[src/rtl/player_collision_frame_if.sv]
// Pixel-cycle bus between the bitmap stages and the per-frame collision accumulator.
// master = upstream bitmap/video side, slave = player_collision_frame.
interface player_collision_frame_if;
  logic       startOfFrame;
  logic       playerDrawingRequest;
  logic [3:0] HitEdgeCode;
  logic       wallDrawingRequest;
  logic       hazardDrawingRequest;
  logic       itemDrawingRequest;
  logic [3:0] collisionEdges;
  logic       hazardHit;
  logic       itemHit;
  logic       frameValid;

  modport master (
    output startOfFrame, playerDrawingRequest, HitEdgeCode,
           wallDrawingRequest, hazardDrawingRequest, itemDrawingRequest,
    input  collisionEdges, hazardHit, itemHit, frameValid
  );

  modport slave (
    input  startOfFrame, playerDrawingRequest, HitEdgeCode,
           wallDrawingRequest, hazardDrawingRequest, itemDrawingRequest,
    output collisionEdges, hazardHit, itemHit, frameValid
  );
endinterface

[src/rtl/player_collision_frame.sv]
// Per-frame player overlap accumulator: counts wall overlap per edge plus hazard/item overlap,
// publishes results at each startOfFrame. PLAYER_COLLISION_THRESHOLD_EN enables CNT_W-bit
// counters with MIN_HIT_PIXELS threshold; otherwise 1-bit sticky flags (threshold 1).
module player_collision_frame #(
  parameter int MIN_HIT_PIXELS = 2,
  parameter int CNT_W          = 8
) (
  input  logic                      clk,
  input  logic                      resetN,
  player_collision_frame_if.slave   bus
);
`ifdef PLAYER_COLLISION_THRESHOLD_EN
  localparam int CW  = CNT_W;
  localparam int THR = MIN_HIT_PIXELS;
`else
  localparam int CW  = 1;
  localparam int THR = 1;
`endif

  localparam logic [0:0] SYNC  = 1'b0;
  localparam logic [0:0] ACCUM = 1'b1;

  logic [0:0]          state;
  logic [3:0][CW-1:0]  edge_cnt;
  logic [CW-1:0]       haz_cnt;
  logic                item_seen;
  logic [3:0]          edges_q;
  logic                haz_q, item_q, fv_q;

  logic       wall_ov, haz_inc, item_inc;
  logic [3:0] edge_inc;

  always_comb begin
    wall_ov  = bus.playerDrawingRequest & bus.wallDrawingRequest;
    edge_inc = {4{wall_ov}} & bus.HitEdgeCode;
    haz_inc  = bus.playerDrawingRequest & bus.hazardDrawingRequest;
    item_inc = bus.playerDrawingRequest & bus.itemDrawingRequest;
  end

  // With CW=1 this degenerates to a sticky flag, so both build modes share one path.
  function automatic logic [CW-1:0] sat_inc(input logic [CW-1:0] c, input logic inc);
    return (inc && (c != {CW{1'b1}})) ? c + CW'(1) : c;
  endfunction

  function automatic logic hit(input logic [CW-1:0] c);
    return int'(c) >= THR;
  endfunction

  always_ff @(posedge clk or negedge resetN) begin
    if (!resetN) begin
      state     <= SYNC;
      edge_cnt  <= '0;
      haz_cnt   <= '0;
      item_seen <= 1'b0;
      edges_q   <= 4'b0000;
      haz_q     <= 1'b0;
      item_q    <= 1'b0;
      fv_q      <= 1'b0;
    end else begin
      haz_q  <= 1'b0;
      item_q <= 1'b0;
      if (bus.startOfFrame) begin
        state <= ACCUM;
        if (state == ACCUM) begin
          for (int i = 0; i < 4; i++) edges_q[i] <= hit(edge_cnt[i]);
          haz_q  <= hit(haz_cnt);
          item_q <= item_seen;
          fv_q   <= 1'b1;
        end
        // SOF pixel is the first pixel of the new frame, so load rather than clear.
        for (int i = 0; i < 4; i++) edge_cnt[i] <= CW'(edge_inc[i]);
        haz_cnt   <= CW'(haz_inc);
        item_seen <= item_inc;
      end else if (state == ACCUM) begin
        for (int i = 0; i < 4; i++) edge_cnt[i] <= sat_inc(edge_cnt[i], edge_inc[i]);
        haz_cnt   <= sat_inc(haz_cnt, haz_inc);
        item_seen <= item_seen | item_inc;
      end
    end
  end

  assign bus.collisionEdges = edges_q;
  assign bus.hazardHit      = haz_q;
  assign bus.itemHit        = item_q;
  assign bus.frameValid     = fv_q;
endmodule

[src/flat_wrapper.sv]
// flat-port wrapper written by rule: the top's interface ports become plain ports
module player_collision_frame_flat 
#(
  parameter int MIN_HIT_PIXELS = 2,
  parameter int CNT_W          = 8
)
  (clk, resetN, bus_startOfFrame, bus_playerDrawingRequest, bus_HitEdgeCode, bus_wallDrawingRequest, bus_hazardDrawingRequest, bus_itemDrawingRequest, bus_collisionEdges, bus_hazardHit, bus_itemHit, bus_frameValid);
  player_collision_frame_if bus_i ();
  input  logic clk;
  input  logic resetN;
  input wire logic [$bits(bus_i.startOfFrame)-1:0] bus_startOfFrame;
  input wire logic [$bits(bus_i.playerDrawingRequest)-1:0] bus_playerDrawingRequest;
  input wire logic [$bits(bus_i.HitEdgeCode)-1:0] bus_HitEdgeCode;
  input wire logic [$bits(bus_i.wallDrawingRequest)-1:0] bus_wallDrawingRequest;
  input wire logic [$bits(bus_i.hazardDrawingRequest)-1:0] bus_hazardDrawingRequest;
  input wire logic [$bits(bus_i.itemDrawingRequest)-1:0] bus_itemDrawingRequest;
  output wire logic [$bits(bus_i.collisionEdges)-1:0] bus_collisionEdges;
  output wire logic [$bits(bus_i.hazardHit)-1:0] bus_hazardHit;
  output wire logic [$bits(bus_i.itemHit)-1:0] bus_itemHit;
  output wire logic [$bits(bus_i.frameValid)-1:0] bus_frameValid;
  assign bus_i.startOfFrame = bus_startOfFrame;
  assign bus_i.playerDrawingRequest = bus_playerDrawingRequest;
  assign bus_i.HitEdgeCode = bus_HitEdgeCode;
  assign bus_i.wallDrawingRequest = bus_wallDrawingRequest;
  assign bus_i.hazardDrawingRequest = bus_hazardDrawingRequest;
  assign bus_i.itemDrawingRequest = bus_itemDrawingRequest;
  assign bus_collisionEdges = bus_i.collisionEdges;
  assign bus_hazardHit = bus_i.hazardHit;
  assign bus_itemHit = bus_i.itemHit;
  assign bus_frameValid = bus_i.frameValid;
  player_collision_frame #(.MIN_HIT_PIXELS(MIN_HIT_PIXELS), .CNT_W(CNT_W)) u_core (.clk(clk), .resetN(resetN), .bus(bus_i));
endmodule
[config.mk]
export PLATFORM = sky130hd
export DESIGN_NAME = player_collision_frame_flat
export DESIGN_NICKNAME = d
export VERILOG_FILES = /design/src/rtl/player_collision_frame_if.sv /design/src/rtl/player_collision_frame.sv /design/src/flat_wrapper.sv
export SDC_FILE = /design/constraint.sdc
export NUM_CORES = 1
export LEC_CHECK = 0
export CAP_MARGIN = 10
export CORE_AREA = 2 2 39 41
export CTS_CLUSTER_SIZE = 30
export DETAILED_ROUTE_END_ITERATION = 10
export DIE_AREA = 0 0 41 43
export GPL_ROUTABILITY_DRIVEN = 0
export PLACE_DENSITY = 0.7
export SLEW_MARGIN = 30
export SYNTH_ARGS = -nofsm -noshare
export SYNTH_HDL_FRONTEND = slang
export SYNTH_SLANG_ARGS = --single-unit
[constraint.sdc]
create_clock -name clk -period 1.3 [get_ports clk]
set_clock_uncertainty 0.2 [all_clocks]
set_input_delay 0.26 -clock clk [delete_from_list [all_inputs] [get_ports clk]]
set_output_delay 0.26 -clock clk [all_outputs]
set_load 0.02 [all_outputs]
# Word level (Yosys, flattened, before mapping)
# Cells that the tools add are included.
word_totals:
  regBits: 14
op_classes:
  n_mux: 15
  add_sub_neg: 5
  reduce_logical: 17
  order_cmp: 5
  n_bitwise: 10
op_table:
  columns: ["op", "n"]
  rows:
  - ["$mux 1", 13]
  - ["$reduce_and 2->1", 6]
  - ["$reduce_bool 2->1", 6]
  - ["$mux 4", 2]
  - ["$add 1x1->1 const B", 5]
  - ["$ge 1x1->1 const B", 5]
  - ["$logic_and 1x1->1", 5]
  - ["$not 1->1", 5]
  - ["$and 4x4->4", 1]
  - ["$and 1x1->1", 3]
  - ["$or 1x1->1", 1]

# Depth between registers and ports, before layout
# Gate-level depths: netlist (run 1).
logic_depth:
  word_depth: 6
  mapped_depth: 2
  depth_no_buf: 2

# Worst setup path after synthesis (run 1)
# OpenSTA, ideal clock, no wires.
synth_timing:
  path_type: "register -> register"
  startpoint: "register u_core.state"
  endpoint: "register u_core.edges_q[0] (netlist: u_core.bus.collisionEdges[0])"
  path_slack_ns: 0.113
  path_stages_with_launch: 3
  arrival_ns: 0.862
  period_less_slack_ns: 1.187
  path_buffers: 0
  cell_sequence: "dfrtp_1 -> nand2_1 -> mux2_2"
synth_between:
  elab_chain_cells: 1
synth_lines:
  columns: ["element", "line_no", "source"]
  rows:
  - ["start, declared", "player_collision_frame.sv:23", "logic [0:0] state;"]
  - ["start signal, assigned", "player_collision_frame.sv:51", "state <= SYNC;"]
  - ["start signal, assigned", "player_collision_frame.sv:63", "state <= ACCUM;"]
  - ["$reduce_and 2->1 (no source line)", null, null]
  - ["end signal, assigned", "player_collision_frame.sv:55", "edges_q <= 4'b0000;"]
  - ["end, declared", "player_collision_frame.sv:27", "logic [3:0] edges_q;"]
# Every way passes these cells.
# A chain may end at the register's enable or synchronous reset.

# Worst setup path after layout (run 1)
layout_timing:
  startpoint: "register u_core.edges_q[1] (netlist: u_core.bus.collisionEdges[1])"
  endpoint: "output port bus_collisionEdges[1]"
layout_rtl:
  columns: ["element", "line_no", "source"]
  rows:
  - ["end, declared", "flat_wrapper.sv:17", "output wire logic [$bits(bus_i.collisionEdges)-1:0] bus_collisionEdges;"]
# No word-level cell between the ends.

==> results of run 1 <==
## registers in the layout (all words and copies together) (netlist names)
name,count
u_core.bus.hazardHit,1
u_core.haz_cnt,1
u_core.bus.itemHit,1
u_core.bus.collisionEdges,4
u_core.item_seen,1
u_core.state,1
u_core.bus.frameValid,1
u_core.edge_cnt,4
## stage by stage
step	TNS (ns)	power, mW
3_3_place_gp	-3.61	0.643
6_report	0	0.953
5_1_grt	-0.0392	0.995
2_1_floorplan	0	0.551
3_5_place_dp	-3.92	0.647
4_1_cts	0	0.936
## area by class of cell
type	count	area (µm²)	share of cell area [%]
clock buffers	4	36.3	4.87
well taps	16	20.0	2.68
repair buffers	20	188	25.2
multi-input cells	16	148	19.8
flip-flops and latches	14	350	47.0
inverters	1	3.75	0.503
## cells by family (layout without fill, tap and decap cells)
kind of cell / after synthesis / count (layout) / share of synthesized area, %
DFF: 14 / 14 / 70.2
AOI/OAI and AO/OA: 7 / 7 / 13.0
muxes: 4 / 4 / 9.02
and+or+nand+nor: 5 / 5 / 7.02
buffers and inverters: 1 / 25 / 0.751
## worst min-delay path by stage
stage                                from                      endpoint  slack, ns  cells after the start
finish                             resetN  u_core.bus.collisionEdges[2]       0.07                      2
global route                       resetN  u_core.bus.collisionEdges[2]       0.08                      2
CTS                                resetN            u_core.edge_cnt[2]       0.08                      2
detailed placement  u_core.bus.frameValid         u_core.bus.frameValid       0.27                      1
global placement    u_core.bus.frameValid         u_core.bus.frameValid       0.25                      1
floorplan                          resetN  u_core.bus.collisionEdges[0]      -0.24                      0
## power by group through the flow
| stage | logic, mW | registers [mW] | clock network, mW |
|---|---|---|---|
| 4_1_cts | 0.137 | 0.484 | 0.316 |
| 3_3_place_gp | 0.152 | 0.492 | 0 |
| 6_report | 0.151 | 0.488 | 0.314 |
| 5_1_grt | 0.162 | 0.491 | 0.342 |
| 2_1_floorplan | 0.0380 | 0.513 | 0 |
| 3_5_place_dp | 0.154 | 0.493 | 0 |
## layout by cell type, fill, tap and decap left out
cell type / n
dfrtp_1: 14
clkdlybuf4s50_1: 9
buf_6: 5
mux2_2: 4
a22o_1: 4
clkbuf_4: 3
buf_4: 3
and3_2: 2
a32o_1: 2
buf_2: 2
nand2_2: 1
or2_4: 1
inv_1: 1
o211a_1: 1
or2b_1: 1
clkbuf_8: 1
dlygate4sd2_1: 1
## per-layer routing
metal / global-route usage (%) / share of wire, %
met1: 20.0 / 42
met5: 0 / 0
met3: 3.14 / 6.3
met4: 10.0 / 2.5
met2: 16.9 / 49
## timing repair
action                                  4_1_cts  5_1_grt
gates resized for setup                      29       11
endpoints found under the setup margin       13        9
endpoints found under the hold margin         0        0
==> metrics.md, run 1 <==
| Metric | Value |
|---|---|
| Status | complete, no violations |
| DR vias | 348 |
| Startpoint Class | flip-flop |
| Min Clock Period, post-route | 1.29 ns |
| CP Capture Type | primary output |
| CTS tree | yes |
| Clk slew on worst S/H paths | 0.08 ns |
| WP depth | 1 |
| Antenna Nets Post-Route | 0 |
| Hold Fails Final Rpt | 0 |
| Crit Path Category | flip-flop to primary output |
| Slew HR | 86.9% |
| Hold_buf cts | 0 |
| Period Utilization, post-route | 99.1% |
| Mapped Area | 499 µm² |
| Crit-path leading delay family | flip-flops |
| Sequential fraction of design power | 51.2% |
| CP max FO | 2 |
| N_diodes | 0 |
| Syn Inst Count | 31 |
| Mean Syn Cell Area | 16.1 µm² |
| Final setup violating endpoints | 0 |
| Remaining DRCs | 0 |
| CP endpoint | bus_collisionEdges[1] |
| Max cap viols | 0 |
| Ys Warns | 0 |
| Largest net degree at the start of global routing | 15 |
| Clock sinks | 14 |
| Arr. time, crit path | 0.83 ns |
| Sw frac | 23.6% |
| CP startpoint | u_core.bus.collisionEdges[1] |
| Hold slack | 0.0678 ns |
| CTS H-tree lvls | 1 |
| Design Area, Final | 746 µm² |
| Layout cells sized above 1 | 40.0% |
| Fill cells | 123 |
| Routed wire per std cell | 13.6 µm |
| Starting DRT DRC Count | 4 |
| Drt first pass iters | 3 |
| CP Data Required Time | 0.84 ns |
| Clk Latency, worst-skew pair | 0.28 ns |
| Worst Path Buf+Inv | 1 |
| Root buffer cell | clkbuf_4 |
| Number of synthesized flops with an enable pin | 0 |
| Most used flip-flop cell after synthesis | dfrtp_1 |
| Yosys top cell by area | dfrtp_1 |
| Num CTS Buffers | 3 |
| Row count | 14 |
| Placed cells | 67 |
| Vias in the first global route | 325 |
| Die area | 1760 µm² |
| Internal power | 0.728 mW |
| Via density | 4.90 |
| Synth top area share | 70.2% |
| GRT Residual Overflow | 0 |
| Worst Tran Pin Value | 0.196 ns |
| Switching pwr | 0.225 mW |
| Placed cell area | 712 µm² |
| CP Cell Sequence | buf_6 |
| Top cells by count, synth | dfrtp_1 (14), a22o_1 (4), mux2_2 (4), a32o_1 (2), and3_2 (2) |
| Final worst setup slack | 0.0111 ns |
| Fmax | 776 MHz |
| Slowest-stage cell, CP | dfrtp_1 |
| Count leader, synth | dfrtp_1 |
| Asr flop ratio synth | 100% |
| CTS max path bufs | 2 |
| Area growth syn-to-layout | 49.4% |
| Reg2reg setup slack | 0.04 ns |
| RSZ-0062 raised after global routing | yes |
| WL final | 966 µm |
| Static leakage | 0.361 nW |
| Flops & latches, synth | 14 |
| Io pins | 18 |
| Net Count, Synth | 42 |
| Reg2reg start | u_core.state |
| Final Util | 53.9% |
| Synth top area cells | dfrtp_1 (70%), mux2_2 (9.0%), a22o_1 (7.0%) |
| Reg2reg end | u_core.haz_cnt |
| Die width | 41 µm |
| Dpl hpwl | 716 µm |
| Buffers on Ports | 17 |
| First-pass GRT wire length | 1.54 mm |
| Clock Power Share | 33.0% |
| Die height | 43 µm |
| Peak VDD IR | 0.605 mV |
| Min-Delay Path Class | primary input to asynchronous set/reset pin |
| Final Max Slew Viols | 0 |
| Postcts setup bufs | 0 |
| Nets | 67 |
| Dpl ws | -0.336 ns |
| Worst r2r path cells | 2 |
| Starting Density | 36.1% |
| Comb power frac | 15.8% |
| Core ar. | 1380 µm² |
| CP max stage delay | 0.41 ns |
| Gr usage total | 13.6% |
| Initial antenna violation count | 0 |
| Library cells used by synthesis | 10 |
| Sequential share of the synthesized area | 70.2% |
| Pwr/cell area | 1280 nW/µm² |
| Final Non-Filler Cells | 71 |
No activity file was read; power rests on OpenSTA's default activity.
==> run 2, diff against run 1 <==
--- a/config.mk
+++ b/config.mk
@@ -5,12 +5,12 @@
 export SDC_FILE = /design/constraint.sdc
 export NUM_CORES = 1
 export LEC_CHECK = 0
-export CAP_MARGIN = 10
+export CAP_MARGIN = 20
 export CORE_AREA = 2 2 39 41
 export CTS_CLUSTER_SIZE = 30
 export DETAILED_ROUTE_END_ITERATION = 10
 export DIE_AREA = 0 0 41 43
-export GPL_ROUTABILITY_DRIVEN = 0
+export GPL_ROUTABILITY_DRIVEN = 1
 export PLACE_DENSITY = 0.7
 export SLEW_MARGIN = 30
 export SYNTH_ARGS = -nofsm -noshare
==> results of run 2 <==
No change in the layout: final DEF, timing and power equal those of run 1.
